**config.mk**
```make
export PLATFORM = sky130hd
export DESIGN_NAME = key_event_queue
export DESIGN_NICKNAME = d
export VERILOG_FILES = /design/src/rtl/key_event_queue_pkg.sv /design/src/rtl/key_event_queue_evt_fifo.sv /design/src/rtl/key_event_queue.sv
export SDC_FILE = /design/constraint.sdc
export NUM_CORES = 1
export LEC_CHECK = 0
export CAP_MARGIN = 40
export CELL_PAD_IN_SITES_DETAIL_PLACEMENT = 1
export CELL_PAD_IN_SITES_GLOBAL_PLACEMENT = 2
export CORE_UTILIZATION = 34
export DETAILED_ROUTE_END_ITERATION = 10
export PLACE_DENSITY = 0.77
export SYNTH_ARGS = -nofsm -noshare
export SYNTH_HDL_FRONTEND = slang
export SYNTH_SLANG_ARGS = --single-unit
```
**constraint.sdc**
```tcl
create_clock -name clk -period 4.7 [get_ports clk]
set_input_delay 0.705 -clock clk [delete_from_list [all_inputs] [get_ports clk]]
set_output_delay 0.705 -clock clk [all_outputs]
set_load 0.005 [all_outputs]
```
**src/rtl/key_event_queue_pkg.sv**
```systemverilog
// Shared key codes and default sizing for the key event queue.
// The game FSM decodes ev_code against the KEY_* values below.
package key_event_queue_pkg;

  localparam int KEY_CODE_W = 3;

  typedef enum logic [KEY_CODE_W-1:0] {
    KEY_LEFT   = 3'd0,
    KEY_RIGHT  = 3'd1,
    KEY_ROTATE = 3'd2,
    KEY_DOWN   = 3'd3,
    KEY_DROP   = 3'd4
  } key_code_e;

  localparam int KQ_NUM_KEYS = 5;
  localparam int KQ_DEPTH    = 4;
  localparam int KQ_DROP_W   = 8;

endpackage

```
**src/rtl/key_event_queue_evt_fifo.sv**
```systemverilog
// Register-array synchronous FIFO with flush; head is read combinationally
// from the register array so it is valid in the same cycle count becomes non-zero.
module evt_fifo #(
  parameter int WIDTH = 3,
  parameter int DEPTH = 4
) (
  input  logic                     clk,
  input  logic                     rst_n,
  input  logic                     i_push,
  input  logic [WIDTH-1:0]         i_wdata,
  input  logic                     i_pop,
  input  logic                     i_flush,
  output logic [WIDTH-1:0]         o_rdata,
  output logic                     o_full,
  output logic                     o_empty,
  output logic [$clog2(DEPTH):0]   o_count
);

  localparam int PTR_W = $clog2(DEPTH);

  logic [WIDTH-1:0] r_mem [DEPTH];
  logic [PTR_W-1:0] r_wr_ptr;
  logic [PTR_W-1:0] r_rd_ptr;
  logic [PTR_W:0]   r_count;

  logic w_full;
  logic w_empty;
  logic w_do_pop;
  logic w_do_push;

  assign w_full    = (r_count == (PTR_W+1)'(DEPTH));
  assign w_empty   = (r_count == '0);
  assign w_do_pop  = i_pop & ~w_empty;
  // A full FIFO may still accept a push when the head leaves in the same cycle.
  assign w_do_push = i_push & (~w_full | w_do_pop);

  always_ff @(posedge clk or negedge rst_n) begin
    if (!rst_n) begin
      for (int i = 0; i < DEPTH; i++) r_mem[i] <= '0;
      r_wr_ptr <= '0;
      r_rd_ptr <= '0;
      r_count  <= '0;
    end else if (i_flush) begin
      r_wr_ptr <= '0;
      r_rd_ptr <= '0;
      r_count  <= '0;
    end else begin
      if (w_do_push) begin
        r_mem[r_wr_ptr] <= i_wdata;
        r_wr_ptr        <= r_wr_ptr + 1'b1;
      end
      if (w_do_pop) r_rd_ptr <= r_rd_ptr + 1'b1;
      if (w_do_push && !w_do_pop)      r_count <= r_count + 1'b1;
      else if (w_do_pop && !w_do_push) r_count <= r_count - 1'b1;
    end
  end

  assign o_rdata = r_mem[r_rd_ptr];
  assign o_full  = w_full;
  assign o_empty = w_empty;
  assign o_count = r_count;

endmodule

```
**src/rtl/key_event_queue.sv**
```systemverilog
// Collects one-cycle key pulses into a pending vector, serialises them lowest
// index first into an event FIFO and counts presses coalesced while still pending.
module key_event_queue
  import key_event_queue_pkg::*;
#(
  parameter int NUM_KEYS = KQ_NUM_KEYS,
  parameter int CODE_W   = KEY_CODE_W,
  parameter int DEPTH    = KQ_DEPTH,
  parameter int DROP_W   = KQ_DROP_W
) (
  input  logic                     clk,
  input  logic                     rst_n,
  input  logic [NUM_KEYS-1:0]      i_key_pulse,
  input  logic                     i_flush,
  output logic                     o_ev_valid,
  output logic [CODE_W-1:0]        o_ev_code,
  input  logic                     i_ev_ready,
  output logic                     o_overflow,
  output logic [DROP_W-1:0]        o_drop_cnt,
  output logic [NUM_KEYS-1:0]      o_pend,
  output logic [$clog2(DEPTH):0]   o_count
);

  localparam int NCNT_W = $clog2(NUM_KEYS + 1);
  localparam int SUM_W  = ((DROP_W > NCNT_W) ? DROP_W : NCNT_W) + 1;

  logic [NUM_KEYS-1:0] r_pend;
  logic                r_overflow;
  logic [DROP_W-1:0]   r_drop_cnt;

  logic [NUM_KEYS-1:0] w_lowest;
  logic [NUM_KEYS-1:0] w_grant;
  logic [CODE_W-1:0]   w_grant_idx;
  logic                w_push;
  logic                w_pop;
  logic                w_full;
  logic                w_empty;
  logic [CODE_W-1:0]   w_head;
  logic [NUM_KEYS-1:0] w_drop_vec;
  logic [NCNT_W-1:0]   w_drop_num;
  logic [SUM_W-1:0]    w_drop_sum;
  logic [DROP_W-1:0]   w_drop_nxt;

  // Handshake: an event transfers on every cycle where o_ev_valid and i_ev_ready
  // are both high; while valid is high and ready low, the head code stays put.
  assign w_pop = ~w_empty & i_ev_ready;

  assign w_lowest = r_pend & (~r_pend + NUM_KEYS'(1));
  assign w_push   = (|r_pend) & (~w_full | w_pop);
  assign w_grant  = w_push ? w_lowest : '0;

  always_comb begin
    w_grant_idx = '0;
    for (int i = NUM_KEYS - 1; i >= 0; i--) begin
      if (r_pend[i]) w_grant_idx = CODE_W'(i);
    end
  end

  // A press is lost only when its key is already pending and not leaving this cycle.
  assign w_drop_vec = i_key_pulse & r_pend & ~w_grant;

  always_comb begin
    w_drop_num = '0;
    for (int i = 0; i < NUM_KEYS; i++) begin
      w_drop_num = w_drop_num + NCNT_W'(w_drop_vec[i]);
    end
  end

  always_comb begin
    w_drop_sum = SUM_W'(r_drop_cnt) + SUM_W'(w_drop_num);
    if (w_drop_sum > SUM_W'({DROP_W{1'b1}})) w_drop_nxt = '1;
    else                                     w_drop_nxt = w_drop_sum[DROP_W-1:0];
  end

  always_ff @(posedge clk or negedge rst_n) begin
    if (!rst_n) begin
      r_pend     <= '0;
      r_overflow <= 1'b0;
      r_drop_cnt <= '0;
    end else if (i_flush) begin
      r_pend     <= '0;
      r_overflow <= 1'b0;
      r_drop_cnt <= '0;
    end else begin
      r_pend <= (r_pend & ~w_grant) | i_key_pulse;
      if (|w_drop_vec) begin
        r_overflow <= 1'b1;
        r_drop_cnt <= w_drop_nxt;
      end
    end
  end

  evt_fifo #(
    .WIDTH (CODE_W),
    .DEPTH (DEPTH)
  ) u_fifo (
    .clk     (clk),
    .rst_n   (rst_n),
    .i_push  (w_push),
    .i_wdata (w_grant_idx),
    .i_pop   (w_pop),
    .i_flush (i_flush),
    .o_rdata (w_head),
    .o_full  (w_full),
    .o_empty (w_empty),
    .o_count (o_count)
  );

  assign o_ev_valid = ~w_empty;
  assign o_ev_code  = w_head;
  assign o_overflow = r_overflow;
  assign o_drop_cnt = r_drop_cnt;
  assign o_pend     = r_pend;

endmodule

```
==> flow_summary.yaml <==
routing:
  ant_nets: 0
  drc: 0
  wirelength_um: 5109
  firstDrtPassIters: 4
  viasPerCell: 5.351
  drt-initial-drc-count: 20
  wl_per_cell_um: 16.92
  vias: 1616
synth:
  synth_area_leaders: "dfrtp_1 (41%), mux2_2 (6.7%), a21oi_1 (5.2%)"
  synth-seq-cells: 33
  yosys-top-cells-count: "dfrtp_1 (33), a21oi_1 (21), inv_1 (16), nor2_1 (14)"
  yosysMostFrequentCell: "dfrtp_1"
  synth-seq-area-share_pct: 40.92
  ys_types: 46
  synth_top_area_share_pct: 40.92
  synth-async-reset-ratio_pct: 100.0
  synth_cells: 195
  synth-edff-count: 0
  synth.avg_cell_area_sq_um: 10.35
  syn-cell-area_sq_mm: 0.002018
  yosys.area.top_type: "dfrtp_1"
  synth_flop_cell: "dfrtp_1"
  yosys_warnings: 0
  syn_nets: 216
timing:
  fin_skew_ns: 0.008451
  hold_ws_ns: 0.5096
  min_period_ns: 4.399
  slew_viol_final: 0
  setup_viol: 0
  fin_crit_sh_pct: 93.60
  worstMarginPinSlew_ns: 0.4679
  rsz0062_at_grt: "no"
  totalNegativeSetupSlack_ns: 0
  fmax_mhz: 227.3
  max_slew_margin_pct: 68.57
  hold_violations: 0
grt:
  grt_overflow: 0
  grt_pass1_vias: 1794
  grt_max_degree: 34
  grt_pass1_wl_um: 8763
  groute.usage.overall_pct: 18.58
  antenna_found_initial: 0
clock_network:
  cts_resized: 0
  insertion_delay_ns: 0.29
  cts_tree: "yes"
  clkSinkCount: 33
  post_cts_buffers: 0
  clkTransAtPathRegs_ns: 0.08
  cts-htree-levels: 2
  cts_buffers: 5
  clk_path_buf_depth: 2
  cts_hold_buf: 0
  root_buffer: "clkbuf_8"
final_layout:
  nNetsFinal: 250
  fillers: 646
  ff_latch_area_sq_um: 825.8
  antenna-diode-count: 0
  fin_area_sq_mm: 0.002501
  syn2layout_area_growth_pct: 23.93
  utilization_pct: 44.60
  layout-drive-gt1-share_pct: 16.09
  multi_input_area_sq_mm: 0.001089
worst_setup_path:
  crit_family: "adder cells"
  path_buf_inv: 4
  cp.arrival_ns: 4.64
  crit_required_ns: 4.94
  critPathKind: "in -> reg"
  path_max_fanout: 5
  startpoint_type: "input port"
  crit_chain: "clkdlybuf4s50_1 -> nor4b_4 -> or3_1 -> and3_1 -> fa_1 -> inv_1 -> fa_1 -> inv_1 -> ha_1 -> inv_1 -> fa_1 -> nor2b_1 -> o21a_1 -> nand4_1 -> a21oi_1 -> mux2_4"
  end_kind: "register"
  max_stage_delay_ns: 0.54
  slowest_stage: "clkdlybuf4s50_1"
floorplan:
  die_h_um: 79.05
  start_util_pct: 35.99
  num_rows: 27
  core_sq_mm: 0.005608
  ios: 30
  fp.dieArea_sq_mm: 0.006248
  die_w_um: 79.05
power_and_ir_drop:
  irDropWorstVdd_mv: 0.1502
  p_leak_uw: 0.001127
  power_density_mw_per_mm2: 419.4
run_status:
  outcome: "complete, no violations"
placement:
  dp_hpwl_um: 3850
  port_buffers: 29
  dpl_cell_area_sq_mm: 0.002400
  finalWeightedCongestion: 0.8128
flow_run:
  drv_cap: 0
worst_hold_path:
  hold_class: "reg -> reg"
-- final timing paths --
kind,start,to,slack (ns),cells after the start
setup / recovery,i_ev_ready,o_drop_cnt[2]$_DFFE_PN0P_,0.30,16
hold / removal,u_fifo.r_mem[10]$_DFFE_PN0P_,u_fifo.r_mem[10]$_DFFE_PN0P_,0.51,1
hold reg to reg,u_fifo.r_mem[10]$_DFFE_PN0P_,u_fifo.r_mem[10]$_DFFE_PN0P_,0.51,1
max in group asynchronous,rst_n,u_fifo.r_wr_ptr[1]$_DFFE_PN0P_,3.54,2
setup reg to reg,u_fifo.o_count[0]$_DFFE_PN0P_,o_drop_cnt[2]$_DFFE_PN0P_,0.72,15
min in group asynchronous,rst_n,o_pend[4]$_DFF_PN0_,0.83,2
-- final cells by class --
class                   count  area share [%]
clock buffers               7           3.852
clock inverters             1          0.2001
inverters                  16           2.401
multi-input cells         138           43.52
flip-flops and latches     33           33.02
well taps                  72           3.602
repair buffers             35           13.41
-- state kept, by name (all words and copies together) (netlist names) --
register / count
u_fifo.r_mem: 12
o_pend: 5
o_drop_cnt: 8
o_overflow: 1
u_fifo.r_wr_ptr: 2
u_fifo.o_count: 3
u_fifo.r_rd_ptr: 2
-- power by group --
part | total (uW) | leakage, uW | switching [uW] | internal (uW)
sequential | 419 | 0.000437 | 68.8 | 350
clock | 242 | 0.0000542 | 110 | 132
combinational | 388 | 0.000637 | 167 | 221
total | 1050 | 0.00113 | 346 | 703
-- worst reg2reg max path, cell delays in order, from the launching register on --
cell     delay [ns]
dfrtp_1        0.52
nor4b_4        0.10
or3_1          0.37
and3_1         0.21
fa_1           0.50
inv_1          0.08
fa_1           0.50
inv_1          0.07
ha_1           0.16
inv_1          0.06
fa_1           0.39
nor2b_1        0.16
o21a_1         0.22
nand4_1        0.21
a21oi_1        0.22
mux2_4         0.17
-- placed cells by master (no fill, tap or decap), types with 3 or more instances in the layout --
| master | instances |
|---|---|
| dfrtp_1 | 33 |
| clkdlybuf4s50_1 | 29 |
| a21oi_1 | 21 |
| inv_1 | 16 |
| nor2_1 | 14 |
| nand2_1 | 12 |
| mux2_2 | 12 |
| ha_1 | 8 |
| clkbuf_8 | 7 |
| buf_4 | 6 |
| or3_1 | 5 |
| o22a_1 | 5 |
| o21ai_0 | 4 |
| nand3_1 | 4 |
| fa_1 | 4 |
| mux4_2 | 3 |
| nor2b_1 | 3 |
| a31oi_1 | 3 |
| xor2_1 | 3 |
| mux2_4 | 3 |
| xnor2_1 | 3 |
-- per-stage QoR --
stage          std cells  setup WS (ns)  total power (uW)
6_report             302         0.3007              1049
5_1_grt              302         0.1224              1125
4_1_cts              302         0.3276              1068
3_5_place_dp         294        0.04887             817.0
3_3_place_gp         294         0.2109             783.2
2_1_floorplan        195         0.7593             650.5
-- routing by layer --
metal / part of all wire (%) / global-route usage, % / wire (um)
met3: 3.2 / 3.448 / 165
met5: 0 / 0 / 0
met2: 53 / 33.36 / 2691
met4: 2.0 / 7.455 / 100
met1: 42 / 21.64 / 2152
-- cells by family (layout without fill, tap and decap cells) --
group | count (synthesis) | in the layout | synth area share (%)
simple gates | 55 | 55 | 14.88
flops | 33 | 33 | 40.92
fa+ha+maj | 12 | 12 | 8.928
compound gates | 46 | 46 | 14.76
xor+xnor | 6 | 6 | 2.604
mux | 19 | 19 | 12.77
buf+inv | 24 | 59 | 5.146
No activity file was read; power rests on OpenSTA's default activity.
